File: src/rtl/systolic_pe_param.sv
// ============================================================================
// systolic_pe_param : systolic PE, run-time coefficients, shift-add multiply,
//                     row accumulation. Optional SYSTOLIC_PE_SAT_EN saturates.
// Revision: 1.0
// ============================================================================
`default_nettype none

module systolic_pe_param #(
  parameter int WORDLENGTH  = 16,
  parameter int ROW_LEN     = 8,
  parameter int FRAC_BITS   = 15,
  parameter int START_INDEX = 0
) (
  input  logic                       clk30x,
  input  logic                       reset,
  input  logic                       row_clr,
  input  logic                       in_valid,
  output logic                       in_ready,
  input  logic [WORDLENGTH-1:0]      inputword,
  input  logic                       coef_we,
  input  logic [$clog2(ROW_LEN)-1:0] coef_addr,
  input  logic [WORDLENGTH-1:0]      coef_data,
  output logic                       out_valid,
  output logic [WORDLENGTH-1:0]      outputword,
  output logic [$clog2(ROW_LEN)-1:0] phase
);

  localparam int AW   = $clog2(ROW_LEN);
  localparam int CW   = $clog2(WORDLENGTH + 1);
  localparam int ACCW = WORDLENGTH + AW + 1;
  localparam int PW   = 2 * WORDLENGTH;

  localparam logic [AW-1:0] START = AW'(START_INDEX);
  localparam logic [AW-1:0] LAST  = AW'(ROW_LEN - 1);
  localparam logic [AW:0]   ROWS  = (AW + 1)'(ROW_LEN);
  localparam logic [CW-1:0] LAST_BIT = CW'(WORDLENGTH - 1);

  typedef enum logic [1:0] {
    IDLE = 2'd0,
    MULT = 2'd1,
    ACC  = 2'd2
  } state_t;

  state_t state, state_nx;

  logic [WORDLENGTH-1:0]  coef [ROW_LEN];
  logic [PW-1:0]          mcand;
  logic [WORDLENGTH-1:0]  mplier;
  logic [PW-1:0]          prod;
  logic                   neg;
  logic [CW-1:0]          bit_cnt;
  logic signed [ACCW-1:0] acc;

  logic                   accept;
  logic                   mult_done;
  logic [WORDLENGTH-1:0]  coef_sel;
  logic [WORDLENGTH-1:0]  a_mag;
  logic [WORDLENGTH-1:0]  c_mag;
  logic signed [PW-1:0]   prod_s;
  logic signed [ACCW-1:0] term;
  logic signed [ACCW-1:0] sum;
  logic [WORDLENGTH-1:0]  reduced;

  assign in_ready  = (state == IDLE);
  assign accept    = in_valid & in_ready;
  assign mult_done = (state == MULT) && (bit_cnt == LAST_BIT);
  assign coef_sel  = coef[phase];

  // Magnitudes are unsigned, so the most negative value maps to 2^(W-1) exactly.
  assign a_mag = inputword[WORDLENGTH-1] ? -inputword : inputword;
  assign c_mag = coef_sel[WORDLENGTH-1]  ? -coef_sel  : coef_sel;

  assign prod_s = neg ? -$signed(prod) : $signed(prod);
  assign term   = ACCW'(prod_s >>> FRAC_BITS);
  assign sum    = ((phase == '0) ? '0 : acc) + term;

`ifdef SYSTOLIC_PE_SAT_EN
  localparam logic signed [ACCW-1:0] SMAX = {{(ACCW-WORDLENGTH+1){1'b0}}, {(WORDLENGTH-1){1'b1}}};
  localparam logic signed [ACCW-1:0] SMIN = {{(ACCW-WORDLENGTH+1){1'b1}}, {(WORDLENGTH-1){1'b0}}};

  always_comb begin
    reduced = WORDLENGTH'(sum);
    if (sum > SMAX)
      reduced = {1'b0, {(WORDLENGTH-1){1'b1}}};
    else if (sum < SMIN)
      reduced = {1'b1, {(WORDLENGTH-1){1'b0}}};
  end
`else
  always_comb begin
    reduced = WORDLENGTH'(sum);
  end
`endif

  always_ff @(posedge clk30x) begin
    if (reset || row_clr)
      state <= IDLE;
    else
      state <= state_nx;
  end

  always_comb begin
    state_nx = state;
    unique case (state)
      IDLE:    if (accept) state_nx = MULT;
      MULT:    if (mult_done) state_nx = ACC;
      ACC:     state_nx = IDLE;
      default: state_nx = IDLE;
    endcase
  end

  always_ff @(posedge clk30x) begin
    if (reset) begin
      for (int i = 0; i < ROW_LEN; i++) coef[i] <= '0;
      mcand      <= '0;
      mplier     <= '0;
      prod       <= '0;
      neg        <= 1'b0;
      bit_cnt    <= '0;
      acc        <= '0;
      phase      <= START;
      outputword <= '0;
      out_valid  <= 1'b0;
    end else begin
      out_valid <= 1'b0;
      // Same-cycle accept reads the old coefficient through coef_sel.
      if (coef_we && ({1'b0, coef_addr} < ROWS))
        coef[coef_addr] <= coef_data;

      if (row_clr) begin
        acc   <= '0;
        phase <= START;
      end else begin
        case (state)
          IDLE: begin
            if (accept) begin
              mcand   <= {{WORDLENGTH{1'b0}}, a_mag};
              mplier  <= c_mag;
              neg     <= inputword[WORDLENGTH-1] ^ coef_sel[WORDLENGTH-1];
              prod    <= '0;
              bit_cnt <= '0;
            end
          end
          MULT: begin
            prod    <= prod + (mplier[0] ? mcand : '0);
            mcand   <= mcand << 1;
            mplier  <= mplier >> 1;
            bit_cnt <= bit_cnt + CW'(1);
          end
          ACC: begin
            if (phase == LAST) begin
              outputword <= reduced;
              out_valid  <= 1'b1;
              acc        <= '0;
              phase      <= '0;
            end else begin
              acc   <= sum;
              phase <= phase + AW'(1);
            end
          end
          default: ;
        endcase
      end
    end
  end

endmodule

`default_nettype wire

File: config.mk
export PLATFORM = sky130hd
export DESIGN_NAME = systolic_pe_param
export DESIGN_NICKNAME = d
export VERILOG_FILES = /design/src/rtl/systolic_pe_param.sv
export SDC_FILE = /design/constraint.sdc
export NUM_CORES = 1
export LEC_CHECK = 0
export ABC_AREA = 1
export CAP_MARGIN = 20
export CORE_MARGIN = 2
export CORE_UTILIZATION = 30
export DETAILED_ROUTE_END_ITERATION = 16
export PLACE_DENSITY = 0.58
export SLEW_MARGIN = 20
export SYNTH_ARGS = -nofsm -noshare
export SYNTH_HDL_FRONTEND = slang
export SYNTH_SLANG_ARGS = --single-unit
File: constraint.sdc
create_clock -name clk30x -period 2.5 [get_ports clk30x]
set_input_delay 0.375 -clock clk30x [delete_from_list [all_inputs] [get_ports clk30x]]
set_output_delay 0.375 -clock clk30x [all_outputs]
set_load 0.02 [all_outputs]
# After elaboration in Yosys (flattened, before gate mapping)
# Memory sizes are Yosys's and may differ from the RTL's. A register that Yosys moved wholly into a read port is not among the register bits.
# Index checks and enable logic that the tools add are counted.
# word_totals
ff_bits	128
latchBits	0
mem_bits_rw	128
mem_bits_ro	0
in_bits	40
out_inout_bits	21
wordCells	69
n_memories	1
# classes
addsub	7
mul	0
div_mod_pow	0
magnitude_cmp	0
n_eq_ne	6
shift	0
mux	29
bitwise_logic	4
n_reduce_logical	12
# memory_table
name	words	width	read_ports	rd_ports_with_merged_regs	write_ports	line	text
coef	8	16	1	1	8	46	logic [WORDLENGTH-1:0] coef [ROW_LEN];
# ops
operator	count
32-bit two-way mux	4
32-bit case mux with 2 select lines	2
16-bit two-way mux	4
20-bit two-way mux	2
32-bit adder	1
16-bit negation	2
32-bit negation	1
16-bit case mux with 2 select lines	1
20-bit adder	1
16-bit OR reduction	1
3-bit two-way mux	4
5-bit case mux with 2 select lines	1
3-bit AND reduction	3
1-bit two-way mux	7
5-bit by 1-bit adder with 5-bit output (second input constant)	1
5-bit by 4-bit equality test with 1-bit output (second input constant)	1
5-bit two-way mux	1
2-bit two-way mux	2
2-bit case mux with 2 select lines	1
3-bit by 1-bit adder with 3-bit output (second input constant)	1
3-bit equality test (second input constant)	1
3-bit logical NOT	1
3-bit OR reduction	1
2-bit by 1-bit equality test with 1-bit output (second input constant)	1
other kinds (12)	13

# Logic depth before layout (Yosys ltp)
# depth
depth_word	5
depth_mapped	24
depth_no_buf	24

# Worst setup path before layout
# No wires, ideal clock.
# synth_path
path_type	register to register
start	register phase[0]
end	register outputword[12]
setup_time_ps	116
t_arrival_ps	2712
required_ps	2384
setup_slack_ps	-329
path_stages_with_launch	23
path_buffers	1
period_less_slack_ps	2829
path_cell_list	dfxtp_1 > inv_1 > ha_1 > inv_1 > nor2_1 > clkbuf_1 > nor2_1 > ha_1 > fa_1 > nand3_1 > nand2_1 > nand2_1 > nand2_1 > nand2_1 > inv_1 > nand2_1 > nand2_1 > nand2_1 > nand3_1 > nand2_1 > nand2_1 > o211ai_1 > inv_1
# synth_via
elab_chain_cells	3
word_cells_on_any_way	5
classes_between	1 x add/sub; 1 x eq/ne; 1 x mux; 2 x reduce/logical
# synth_rtl
item	line	text
start, declared	25	output logic [$clog2(ROW_LEN)-1:0] phase
start signal, assigned	157	phase <= phase + AW'(1);
3-bit logical NOT	75	assign sum = ((phase == '0) ? '0 : acc) + term;
20-bit two-way mux	75	
20-bit adder	75	
end signal, assigned	151	outputword <= reduced;
end, declared	24	output logic [WORDLENGTH-1:0] outputword,
# Parallel ways exist; a longest one is shown, timed or not.
# A chain may end at the register's enable or synchronous reset.

# Final worst setup path
# layout_path
start	register prod[6]
end	register outputword[15]
# layout_via
elab_chain_cells	3
# layout_rtl
item	line	text
start, declared	49	logic [PW-1:0] prod;
start signal, assigned	144	prod <= prod + (mplier[0] ? mcand : '0);
32-bit negation	73	assign prod_s = neg ? -$signed(prod) : $signed(prod);
32-bit two-way mux	73	
20-bit adder	75	
# Every way passes these cells.

==> flow_metrics.tcl <==
set metrics [dict create \
    cts_tree "yes" \
    fin_worst_skew_ns 0.01369 \
    gr-total-overflow 0 \
    worstSetupStartpointType "flop" \
    ys_ff_latch 253 \
    grt_pass1_wl_mm 67.85 \
    tightestPinTransition_ns 1.057 \
    busiest_layer "met2" \
    power_uw 9707 \
    syn_inst 2006 \
    end_kind "flop" \
    drt-pass1-iter-count 5 \
    cp_max_fo 5 \
    period_share 1.125 \
    startpoint "prod[6]$_SDFFE_PP0P_" \
    clk_pin_slew_ns 0.06 \
    use_met2 0.3058 \
    diodes 0 \
    drtIter0Drc 729 \
    grt_setup_unrepaired "yes" \
    htree_levels 1 \
    yosysSeqAreaShare 0.4351 \
    multi_input_area_um2 7371 \
    min_period_ns 2.812 \
    synthFlopType "edfxtp_1" \
    critical_path.max_stage_delay_ns 0.32 \
    cp_slowest_cell "dfxtp_2" \
    drc 0 \
    start_util 0.3048 \
    slew_viol_final 0 \
    setup_viol 24 \
    dieArea_um2 50390 \
    drive_gt1_frac 0.1608 \
    wl_per_cell_um 14.71 \
    avgSynthCellArea_um2 7.270 \
    core_area_um2 47850 \
    slew_headroom 0.2951 \
    cts_buffers 30 \
    rows 80 \
    hold_class "flop to flop" \
    p_leak_uw 0.008242 \
    max_freq_ghz 0.3557 \
    clockBufferDepth 3 \
    min_from "acc[5]$_SDFFE_PP0P_" \
    holdWs_ns 0.4647 \
    worstPathRequired_ns 3.01 \
    area_delta_synth_final_pct 27.20 \
    track_usage 0.1659 \
    p_comb_frac 0.075 \
    first_global_vias 13386 \
    viasPerCell 4.734 \
    dpl.cell_count 2773 \
    crit_chain "inv_2 > nand4_1 > nor2_1 > nand2_2 > nor3_4 > a31oi_4 > a21oi_2 > xor2_1 > ha_1 > a21oi_2 > o21ai_1 > nand2_1 > nand3_4 > a21oi_4 > inv_1 > nand2_1 > nand2_1 > nand2_1 > o211ai_1 > inv_1" \
    synth_edf_count 128 \
    dp_hpwl_mm 30.25 \
    netlist_area_um2 14580 \
    wl_mm 41.82 \
    fin_nets 2300 \
    r2r-start "prod[6]$_SDFFE_PP0P_" \
    ios 61 \
    cap_viol_max_count 0 \
    ant_nets 0 \
    worst_slack_ns -0.3117 \
    port-buffer-count 60 \
    crit_top_cell "nand2_1" \
    clk_latency_ns 0.57 \
    critPathKind "flop to flop" \
    intPower_uw 7490 \
    fillers 4973 \
    p_sw_frac 0.2284 \
    vias 13454 \
    gp_congestion 0.8899 \
    ctsRootBufferMaster "clkbuf_16" \
    grt_max_degree 90 \
    violations "setup timing" \
    grtUsageMet3 0.01933 \
    clkSinkCount 253 \
    ir_worst_vdd_v 0.0005529 \
    synth_nets 2100 \
    crit_arrival_ns 3.33 \
    final_cells 2842 \
    ff_latch_area_um2 6355 \
    hold_viol 0 \
    pre_cts_ws_ns -0.5020 \
    pwr-share-clk 0.454 \
    pwr_density_cell_nw_per_um2 523.3 \
    use_met1 0.2030 \
    pwr-share-seq 0.472 \
    die_x_um 224.5 \
    p_sw_uw 2217 \
    status "complete, but fails checks" \
    ys_async_sr_fraction 0 \
    die_y_um 224.5 \
    antenna_found_initial 0 \
    yosys_warnings 0 \
    yosysUniqueCellTypes 45 \
]
state kept, by name, summed over array words and instances (netlist names), 2 cells and up, named ones only:
signal      flops
state           2
outputword     16
mcand          31
prod           31
phase           3
mplier         16
acc            16
bit_cnt         5
coef          128
what timing repair did:
item | 4_1_cts | 5_1_grt
endpoints found under the setup margin | 32 | 54
gates resized for setup | 51 | 72
pin swaps | 32 | 38
hold buffers | 0 | 0
setup buffers | 11 | 7
endpoints found under the hold margin | 0 | 0
metrics by stage:
stage               cell area [um2]  setup TNS [ns]  utilization
floorplan                     14630         -0.1399            -
global placement              17010          -6.583       0.3555
detailed placement            17010          -7.206       0.3555
CTS                           18250          -6.117       0.3815
global route                  18550          -10.28       0.3877
finish                        18550          -4.196       0.3877
cell usage after synthesis (all sizes together) (8+ instances only):
cell	n	area share
nor3	19	0.0065
dfxtp	125	0.17
edfxtp	128	0.26
nand3	133	0.046
ha	52	0.045
buf	33	0.015
inv	248	0.064
nand2	512	0.13
or2	12	0.0051
a21oi	156	0.054
nand4	18	0.0077
o21ai	101	0.035
o21a	8	0.0041
a31oi	10	0.0043
nor2	310	0.081
nand3b	8	0.0041
a22oi	23	0.012
clkbuf	46	0.012
xor2	20	0.012
xnor2	14	0.0084
worst paths after layout:
check / slack (ns) / to / cells past startpoint
worst max-delay path: -0.31 / outputword[15]$_SDFFE_PP0P_ / 20
worst min-delay path: 0.46 / acc[5]$_SDFFE_PP0P_ / 2
worst max register to register: -0.31 / outputword[15]$_SDFFE_PP0P_ / 20
worst min register to register: 0.46 / acc[5]$_SDFFE_PP0P_ / 2
cell families after synthesis:
kind of cell	after synthesis	synth area share
AND/OR/NAND/NOR	1015	0.2851
buffers and inverters	327	0.09025
AO/OA/AOI/OAI	323	0.1217
flip-flops	253	0.4351
adder cells (fa/ha/maj)	54	0.04736
XOR/XNOR	34	0.02042
area by class of cell:
| class | instances | area share |
|---|---|---|
| multi-input cells | 1426 | 0.3973 |
| inverters | 248 | 0.05032 |
| clock buffers | 43 | 0.04715 |
| well taps | 615 | 0.04148 |
| flip-flops and latches | 253 | 0.3426 |
| clock inverters | 10 | 0.006475 |
| repair buffers | 247 | 0.1147 |
layout by cell type (no fill, tap or decap), drive strengths merged, types with 5 or more instances in the layout:
cell type        n
or2             12
a21oi          156
xor2            20
inv            248
nand4           18
a21o             5
nand3b           8
nand3          133
dfxtp          125
clkinv           7
a31oi           10
clkbuf          43
a22oi           23
clkdlybuf4s50   59
xnor2           14
o21ai          101
ha              52
buf            188
nand2          512
edfxtp         128
nor2           310
nor3            19
o21a             8
critical path: cells and delay by family (launching register included):
kind | cells | cell delay (ns)
AO/OA/AOI/OAI | 6 | 0.85
flip-flops | 1 | 0.32
AND/OR/NAND/NOR | 9 | 0.97
buffers and inverters | 3 | 0.18
XOR/XNOR | 1 | 0.17
adder cells (fa/ha/maj) | 1 | 0.30
metal layers:
layer	vias up	share of wire
met1	6255	0.43
met3	59	0.034
li1	6905	-
met4	0	0.024
met2	235	0.51
met5	-	0
power groups by stage:
stage	Combinational [uW]	Sequential [uW]	Clock (uW)
6_report	726	4580	4400
5_1_grt	813	4590	4670
3_3_place_gp	706	4660	0
4_1_cts	726	4580	4490
2_1_floorplan	425	4650	0
3_5_place_dp	714	4670	0
No activity file was read; power rests on OpenSTA's default activity.
